===== src/rtl/ahb_neuron_mac.sv =====
// Neuron MAC: AHB-Lite slave that accumulates signed 8x8 products, then shifts and saturates to 8 bits.
// Latency: the result is ready two cycles after the last DATA data phase. done_o pulses on the first DONE cycle.
// Backpressure: none; HREADYOUT is tied high, so every transfer completes in a single data phase.
module ahb_neuron_mac #(
  parameter int ACC_W = 24
) (
  input  logic        HCLK,
  input  logic        HRESETn,
  input  logic        HSEL,
  input  logic        HREADY,
  input  logic [1:0]  HTRANS,
  input  logic [2:0]  HSIZE,
  input  logic        HWRITE,
  input  logic [31:0] HADDR,
  input  logic [31:0] HWDATA,
  output logic        HREADYOUT,
  output logic [1:0]  HRESP,
  output logic [31:0] HRDATA,
  output logic [7:0]  result_o,
  output logic        done_o
);

  typedef enum logic [1:0] {IDLE, ACCUM, DRAIN, DONE} state_t;

  localparam logic signed [ACC_W-1:0] SAT_MAX = ACC_W'(127);
  localparam logic signed [ACC_W-1:0] SAT_MIN = -ACC_W'(128);

  state_t                  state_q, state_d;
  logic                    dphase_vld, wr_q;
  logic [7:0]              addr_q;
  logic signed [ACC_W-1:0] acc_q;
  logic signed [15:0]      prod_q;
  logic                    prod_vld;
  logic [7:0]              rem_q;
  logic [3:0]              shift_q;
  logic                    err_q;
  logic                    done_q;

  logic                    wr_dphase, start, data_wr, data_accept, enter_done;
  logic signed [15:0]      mul;
  logic signed [ACC_W-1:0] shifted;
  logic [7:0]              sat_dat;
  logic                    ovf;
  logic                    unused_ok;

  assign unused_ok = ^{HSIZE, HADDR[31:8], HWDATA[31:16], HTRANS[0]};

  assign HREADYOUT   = 1'b1;
  assign HRESP       = 2'b00;

  assign wr_dphase   = dphase_vld & wr_q;
  assign start       = wr_dphase & (addr_q == 8'h00) & HWDATA[0];
  assign data_wr     = wr_dphase & (addr_q == 8'h04);
  assign data_accept = data_wr & (state_q == ACCUM);
  assign mul         = $signed(HWDATA[15:8]) * $signed(HWDATA[7:0]);

  // Capture the address phase so the following data phase knows what to do.
  always_ff @(posedge HCLK or negedge HRESETn) begin
    if (!HRESETn) begin
      dphase_vld <= 1'b0;
      wr_q       <= 1'b0;
      addr_q     <= 8'h00;
    end else begin
      dphase_vld <= HSEL & HREADY & HTRANS[1];
      wr_q       <= HWRITE;
      addr_q     <= HADDR[7:0];
    end
  end

  // Job sequencing. A START overrides whatever the current state would do.
  always_comb begin
    state_d = state_q;
    case (state_q)
      IDLE:    state_d = IDLE;
      ACCUM:   if (data_accept && rem_q == 8'd1) state_d = DRAIN;
      DRAIN:   if (prod_vld) state_d = DONE;
      DONE:    state_d = DONE;
      default: state_d = IDLE;
    endcase
    if (start) state_d = (HWDATA[15:8] == 8'd0) ? DONE : ACCUM;
  end

  // The done pulse marks entry into DONE. A zero-length START issued in DONE re-enters it.
  assign enter_done = (state_d == DONE) && ((state_q != DONE) || start);

  // State register and done-pulse register.
  always_ff @(posedge HCLK or negedge HRESETn) begin
    if (!HRESETn) begin
      state_q <= IDLE;
      done_q  <= 1'b0;
    end else begin
      state_q <= state_d;
      done_q  <= enter_done;
    end
  end

  // Datapath. A captured product is added one edge later. START throws away any product still in flight.
  always_ff @(posedge HCLK or negedge HRESETn) begin
    if (!HRESETn) begin
      acc_q    <= '0;
      prod_q   <= '0;
      prod_vld <= 1'b0;
      rem_q    <= 8'd0;
      err_q    <= 1'b0;
    end else if (start) begin
      acc_q    <= '0;
      prod_q   <= '0;
      prod_vld <= 1'b0;
      rem_q    <= HWDATA[15:8];
      err_q    <= 1'b0;
    end else begin
      if (prod_vld) acc_q <= acc_q + {{(ACC_W-16){prod_q[15]}}, prod_q};
      prod_vld <= data_accept;
      if (data_accept) begin
        prod_q <= mul;
        rem_q  <= rem_q - 8'd1;
      end
      if (data_wr && state_q != ACCUM) err_q <= 1'b1;
    end
  end

  // The SHIFT register is independent of job state. It is applied combinationally to the accumulator.
  always_ff @(posedge HCLK or negedge HRESETn) begin
    if (!HRESETn) shift_q <= 4'd0;
    else if (wr_dphase && addr_q == 8'h08) shift_q <= HWDATA[3:0];
  end

  // Arithmetic shift followed by saturation to a signed byte.
  always_comb begin
    shifted = acc_q >>> shift_q;
    sat_dat = shifted[7:0];
    if (shifted > SAT_MAX)      sat_dat = 8'h7F;
    else if (shifted < SAT_MIN) sat_dat = 8'h80;
  end

  assign ovf      = (state_q == DONE) && (shifted != {{(ACC_W-8){sat_dat[7]}}, sat_dat});
  assign result_o = sat_dat;
  assign done_o   = done_q;

  // Read mux. It is driven only in a read data phase and has no side effects.
  always_comb begin
    HRDATA = 32'h0;
    if (dphase_vld && !wr_q) begin
      case (addr_q)
        8'h08:   HRDATA = {28'h0, shift_q};
        8'h0C:   HRDATA = {16'h0, rem_q, 4'h0, err_q, ovf,
                           state_q == DONE, (state_q == ACCUM) || (state_q == DRAIN)};
        8'h10:   HRDATA = {24'h0, result_o};
        default: HRDATA = 32'h0;
      endcase
    end
  end

endmodule


===== config.mk =====
export PLATFORM = sky130hd
export DESIGN_NAME = ahb_neuron_mac
export DESIGN_NICKNAME = d
export VERILOG_FILES = /design/src/rtl/ahb_neuron_mac.sv
export SDC_FILE = /design/constraint.sdc
export NUM_CORES = 1
export LEC_CHECK = 0
export ABC_AREA = 0
export CORE_MARGIN = 2
export CORE_UTILIZATION = 39
export CTS_CLUSTER_SIZE = 8
export DETAILED_ROUTE_END_ITERATION = 6
export PLACE_DENSITY = 0.63
export REMOVE_ABC_BUFFERS = 1
export SLEW_MARGIN = 15
export SYNTH_ARGS = -nofsm -noshare
export SYNTH_HDL_FRONTEND = slang
export SYNTH_SLANG_ARGS = --single-unit

===== constraint.sdc =====
create_clock -name HCLK -period 5.4 [get_ports HCLK]
set_input_delay 1.35 -clock HCLK [delete_from_list [all_inputs] [get_ports HCLK]]
set_output_delay 1.35 -clock HCLK [all_outputs]
set_load 0.05 [all_outputs]

* After elaboration in Yosys (flattened, before gate mapping)
Cells that the tools add are included.
** Operators by class
- Shift operators :: 1
- Reductions and logical operators :: 15
- Multiply operators :: 1
- Bitwise logic cells :: 7
- Equality and inequality tests :: 12
- Add/subtract/negate cells :: 2
- Muxes and demuxes :: 18
- Magnitude comparators :: 2
** Operators with widths (count)
- 16-bit 2-to-1 mux :: 3
- 24-bit 2-to-1 mux :: 2
- 16-bit one-hot mux with 3 select lines :: 1
- 8-bit 2-to-1 mux :: 4
- 24-bit adder :: 1
- 24-bit by 8-bit greater-than comparator with 1-bit output (second input constant) :: 1
- 24-bit by 8-bit less-than comparator with 1-bit output (second input constant) :: 1
- 24-bit != test :: 1
- 24-bit by 4-bit >>> shifter with 24-bit output :: 1
- 8-bit by 4-bit equality test with 1-bit output (second input constant) :: 2
- 8-bit zero test :: 2
- 8-bit by 8-bit multiplier with 16-bit output :: 1
- 8-bit by 1-bit equality test with 1-bit output (second input constant) :: 1
- 8-bit by 3-bit equality test with 1-bit output (second input constant) :: 1
- 8-bit by 5-bit equality test with 1-bit output (second input constant) :: 1
- 2-bit 2-to-1 mux :: 4
- 2-bit one-hot mux with 4 select lines :: 1
- 8-bit by 1-bit subtractor with 8-bit output (second input constant) :: 1
- 1-bit AND :: 7
- 2-bit equality test (second input constant) :: 3
- 1-bit logical AND :: 6
- 2-bit nonzero test :: 3
- 1-bit 2-to-1 mux :: 3
- 2-bit by 1-bit equality test with 1-bit output (second input constant) :: 1
- 5 further kinds :: 6
** Word-level totals
- Word-level logic and storage cells :: 69
- Flip-flop bits (word level) :: 67
- Output and inout bits :: 44
- Bits of input ports :: 74

* Logic depth before layout (Yosys ltp)
- Depth after elaboration :: 9
- Gate-level depth with buffers :: 19
- Gate-level depth less buffers :: 18

* Worst setup path before layout
No wires, ideal clock.
- Kind :: in2reg
- From :: input HWDATA[9]
- To :: register prod_q[14]
- Setup time :: 0.069 ns
- Slack :: 0.056 ns
- Data required time :: 5.331 ns
- Arrival time :: 5.275 ns
- Cell stages on the path :: 17
- Cell sequence :: clkbuf_1 -> and2_1 -> fa_1 -> inv_1 -> fa_1 -> fa_1 -> fa_1 -> inv_1 -> ha_1 -> a21o_1 -> a21oi_1 -> o21bai_1 -> a21oi_1 -> o21bai_1 -> a211o_1 -> a211o_1 -> nand3_1
** Between the ends
- Word-level cells in the longest chain between the ends :: 3
** RTL lines
- start: declaration :: line 15 : input logic [31:0] HWDATA,
- 8-bit by 8-bit multiplier with 16-bit output :: line 55 : assign mul = $signed(HWDATA[15:8]) * $signed(HWDATA[7:0]);
- 16-bit 2-to-1 mux :: line 114 : if (data_accept) begin
- 16-bit 2-to-1 mux :: line 105 : end else if (start) begin
- end signal: assignment :: line 115 : prod_q <= mul;
- end: declaration :: line 32 : logic signed [15:0] prod_q;
No other way between the ends. The select of a mux whose other input is x is not followed.
A chain may end at the register's enable or synchronous reset.

* Worst setup path after layout
- From :: input HWDATA[0]
- To :: register prod_q[14]
** Between the ends
- Word-level cells in the longest chain between the ends :: 3
** RTL lines (line)
- 8-bit by 8-bit multiplier with 16-bit output :: 55
- 16-bit 2-to-1 mux :: 114
- 16-bit 2-to-1 mux :: 105
Several ways; a longest one is shown, not always the timed one. The select of a mux whose other input is x is not followed.

==> flow_metrics.tcl <==
set metrics [dict create \
    floorplan.io_pins 118 \
    synth_enable_flop_cells 0 \
    worstPathRequired_ns 5.67 \
    clock_latency_ns 0.34 \
    synthTopCellsByArea "sky130_fd_sc_hd__dfrtp_1, sky130_fd_sc_hd__fa_1, sky130_fd_sc_hd__ha_1, sky130_fd_sc_hd__mux4_2, sky130_fd_sc_hd__mux2i_1" \
    final_wirelength_mm 19.4 \
    worst_path_clk_slew_ns 0.05 \
    timing.rr.end "acc_q[16]" \
    final_setup_violation_count 0 \
    clock_tree.buffer_depth 2 \
    die_width_um 148 \
    quantity_of_i_o_buffers_inserted_on_ports 54 \
    fin_crit_ns 5.29 \
    yosysUniqueCellTypes 69 \
    global_route_total_usage_across_every_layer_pct 18.3 \
    detail_route.drc_violations 0 \
    placed_cells 1252 \
    timing.max_cap.violations 0 \
    critical_path.max_fanout 7 \
    number_of_cell_rows 52 \
    gr-total-overflow 0 \
    synthToLayoutAreaGrowth_pct 19.0 \
    synth_sequential_area_ratio_pct 20.6 \
    detail_route.vias_per_cell 5.33 \
    cts-htree-levels 3 \
    die_height_um 148 \
    grt_pass1_vias 6616 \
    p_leak_nw 4.22 \
    post_route_cells_drive_above_1_share_pct 16.4 \
    switching_power_total_w 0.00123 \
    number_of_antenna_violations_at_the_first_check_in_global_routing 0 \
    instances_no_fill 1269 \
    max_slew.worst_pin.slew_ns 1.01 \
    final_max_slew_viol_count 0 \
    startpoint "HWDATA[0]" \
    numCtsBuffers 9 \
    cp-start-kind "input pin" \
    worst_path_arrival_ns 5.56 \
    max_freq_mhz 189 \
    timing.max_slew.rel_slack_pct 32.7 \
    worst_case_register_to_register_setup_slack_ns 2.22 \
    maximum_number_of_pins_on_one_net_before_global_route_repair 39 \
    main_synth_ff_type "sky130_fd_sc_hd__dfrtp_1" \
    via_count_of_the_routed_design 6767 \
    cts-hold-fix-buffers 0 \
    post_synth_most_frequent_cells "sky130_fd_sc_hd__inv_1, sky130_fd_sc_hd__nand2_1, sky130_fd_sc_hd__dfrtp_1, sky130_fd_sc_hd__ha_1, sky130_fd_sc_hd__fa_1" \
    status "finished, final reports clean" \
    synth.yosys.warnings 0 \
    average_wire_length_per_cell_after_detail_routing_um 15.3 \
    synth_top_area_share_pct 20.6 \
    cts_tree "done" \
    switching_share_pct 38.9 \
    skew_ns 0.00593 \
    combinational_fraction_of_design_power_pct 60.7 \
    async_set_or_reset_register_ratio_after_synthesis_pct 100 \
    final.period_utilization_pct 98.0 \
    grt_pass1_wl_mm 32.8 \
    capture_point_of_the_worst_path "prod_q[14]" \
    layout.filler_cells 1945 \
    netlist_instances 906 \
    timing.critical_path.to_type "register" \
    synth_most_common_cell "sky130_fd_sc_hd__inv_1" \
    rsz0062_at_grt "yes" \
    initial_drc_count 398 \
    power.density_cell_area_nw_per_um2 327 \
    power.ir.vdd_worst_uv 310 \
    core_um2 20400 \
    power_report.internal_total_w 0.00193 \
    fp.dieArea_um2 22000 \
    detailed_placement_wirelength_estimate_mm 15.1 \
    ctsRootBufferMaster "sky130_fd_sc_hd__clkbuf_16" \
    syn_area_um2 8140 \
    cts.sink_count 67 \
    globalplace.congestion 0.885 \
    fin_util_pct 47.5 \
    antennaDiodeCount 0 \
    timing_hold_violations_final 0 \
    share_clk_of_total_power_pct 20.3 \
    worstSetupPathType "in2reg" \
    r2r.worst_path.cells 7 \
    drt_pre_antenna_iters 5 \
    fin_setup_tns_ns 0 \
    floorplan.initialDensity_pct 40.0 \
    regToRegStartpoint "addr_q[7]" \
    yosys.area.top_type "sky130_fd_sc_hd__dfrtp_1" \
    hp-class "reg2reg" \
    seq_power_share_pct 18.9 \
    antenna_left 0 \
    postSynthRegisterBits 67 \
    design.final.nets 1182 \
    syn-mean-instance-area_um2 8.98 \
]
[critical path, stage by stage]
cell	delay [ns]
sky130_fd_sc_hd__clkdlybuf4s50_1	0.40
sky130_fd_sc_hd__buf_4	0.17
sky130_fd_sc_hd__and2_4	0.15
sky130_fd_sc_hd__fa_1	0.49
sky130_fd_sc_hd__inv_1	0.05
sky130_fd_sc_hd__fa_1	0.49
sky130_fd_sc_hd__inv_1	0.05
sky130_fd_sc_hd__fa_1	0.44
sky130_fd_sc_hd__fa_1	0.56
sky130_fd_sc_hd__ha_4	0.23
sky130_fd_sc_hd__a21oi_4	0.14
sky130_fd_sc_hd__o21bai_1	0.10
sky130_fd_sc_hd__a21oi_2	0.17
sky130_fd_sc_hd__o21bai_1	0.09
sky130_fd_sc_hd__a211o_1	0.32
sky130_fd_sc_hd__a211o_1	0.26
sky130_fd_sc_hd__nand3_1	0.07
[what timing repair did]
action	4_1_cts	5_1_grt
pin swaps	5	17
hold endpoints to repair	0	0
gates resized for setup	13	30
setup buffers	1	0
setup endpoints to repair	5	5
[routing by layer]
metal  track usage, %  share of wire, %
met1             25.6                47
met2             29.5                47
met3             2.76               3.9
met4             5.57               2.1
met5                0                 0
[layout by cell type, fill, tap and decap left out, types with 5 or more instances in the layout]
master / count
sky130_fd_sc_hd__inv_1: 86
sky130_fd_sc_hd__buf_4: 81
sky130_fd_sc_hd__nand2_1: 69
sky130_fd_sc_hd__dfrtp_1: 66
sky130_fd_sc_hd__fa_1: 54
sky130_fd_sc_hd__nor2_1: 51
sky130_fd_sc_hd__ha_1: 51
sky130_fd_sc_hd__o21ai_0: 41
sky130_fd_sc_hd__and2_1: 40
sky130_fd_sc_hd__nand3_1: 38
sky130_fd_sc_hd__mux2i_1: 36
sky130_fd_sc_hd__a21oi_1: 34
sky130_fd_sc_hd__clkdlybuf4s50_1: 26
sky130_fd_sc_hd__mux4_2: 24
sky130_fd_sc_hd__xnor2_1: 23
sky130_fd_sc_hd__nor3_1: 21
sky130_fd_sc_hd__a21o_1: 20
sky130_fd_sc_hd__conb_1: 19
sky130_fd_sc_hd__nand2b_1: 15
sky130_fd_sc_hd__nor2b_1: 12
sky130_fd_sc_hd__a211oi_1: 11
sky130_fd_sc_hd__xor2_1: 10
sky130_fd_sc_hd__clkbuf_16: 9
sky130_fd_sc_hd__o211ai_1: 7
sky130_fd_sc_hd__nor4_1: 7
sky130_fd_sc_hd__o21bai_1: 7
sky130_fd_sc_hd__dlygate4sd2_1: 7
sky130_fd_sc_hd__nor3b_1: 6
sky130_fd_sc_hd__or2_2: 6
sky130_fd_sc_hd__ha_4: 6
sky130_fd_sc_hd__or3_1: 5
sky130_fd_sc_hd__dlymetal6s2s_1: 5
[worst min-delay path by stage]
stage / start / to / slack, ns / cells past startpoint
after floorplan: err_q / err_q / 0.46 / 2
after global placement: prod_q[11] / prod_q[11] / 0.50 / 2
after detailed placement: prod_q[2] / prod_q[2] / 0.50 / 2
after CTS: prod_q[2] / prod_q[2] / 0.51 / 2
after global routing: prod_q[10] / prod_q[10] / 0.55 / 2
final: prod_q[11] / prod_q[11] / 0.51 / 2
[power by group through the flow]
stage          combinational, W  sequential (W)  clock (W)
4_1_cts                 0.00185        0.000600   0.000657
2_1_floorplan           0.00127        0.000590          0
5_1_grt                 0.00217        0.000605   0.000679
3_3_place_gp            0.00178        0.000606          0
3_5_place_dp            0.00181        0.000609          0
6_report                0.00192        0.000598   0.000644
[flip-flops by register name (all words and copies together) (netlist names), 2 cells and up]
register	count
addr_q	8
prod_q	16
state_q	2
shift_q	4
rem_q	8
acc_q	24
[final cells by class]
cell class                      instances  area (um^2)  area share (%)
Inverter                               90          338            3.49
Sequential cell                        67         1680            17.3
Multi-Input combinational cell        703         5980            61.7
Clock inverter                          6         88.8           0.917
Timing Repair Buffer                  123         1020            10.6
Tap cell                              270          338            3.49
Clock buffer                           10          239            2.47
[kinds of logic (layout without fill, tap and decap cells)]
family,count (synthesis),in the layout,synth area share (%)
XOR/XNOR,33,33,3.55
buffers and inverters,153,229,8.29
AO/OA/AOI/OAI,174,174,14.3
other,2,19,0.0923
flip-flops,67,67,20.6
multiplexers,63,63,11.5
AND/OR/NAND/NOR,300,300,19.0
adder cells (fa/ha/maj),114,114,22.7
[stage by stage]
step | power (W) | hold WS [ns] | worst slack (ns) | cell area (um^2)
global placement | 0.00239 | 0.496 | -0.554 | 9220
global route | 0.00345 | 0.545 | -0.0590 | 9680
CTS | 0.00310 | 0.515 | 0.000107 | 9570
detailed placement | 0.00242 | 0.502 | -0.568 | 9220
floorplan | 0.00186 | 0.462 | -0.0720 | 7870
finish | 0.00316 | 0.509 | 0.110 | 9680
(Power assumes the default switching activity.)
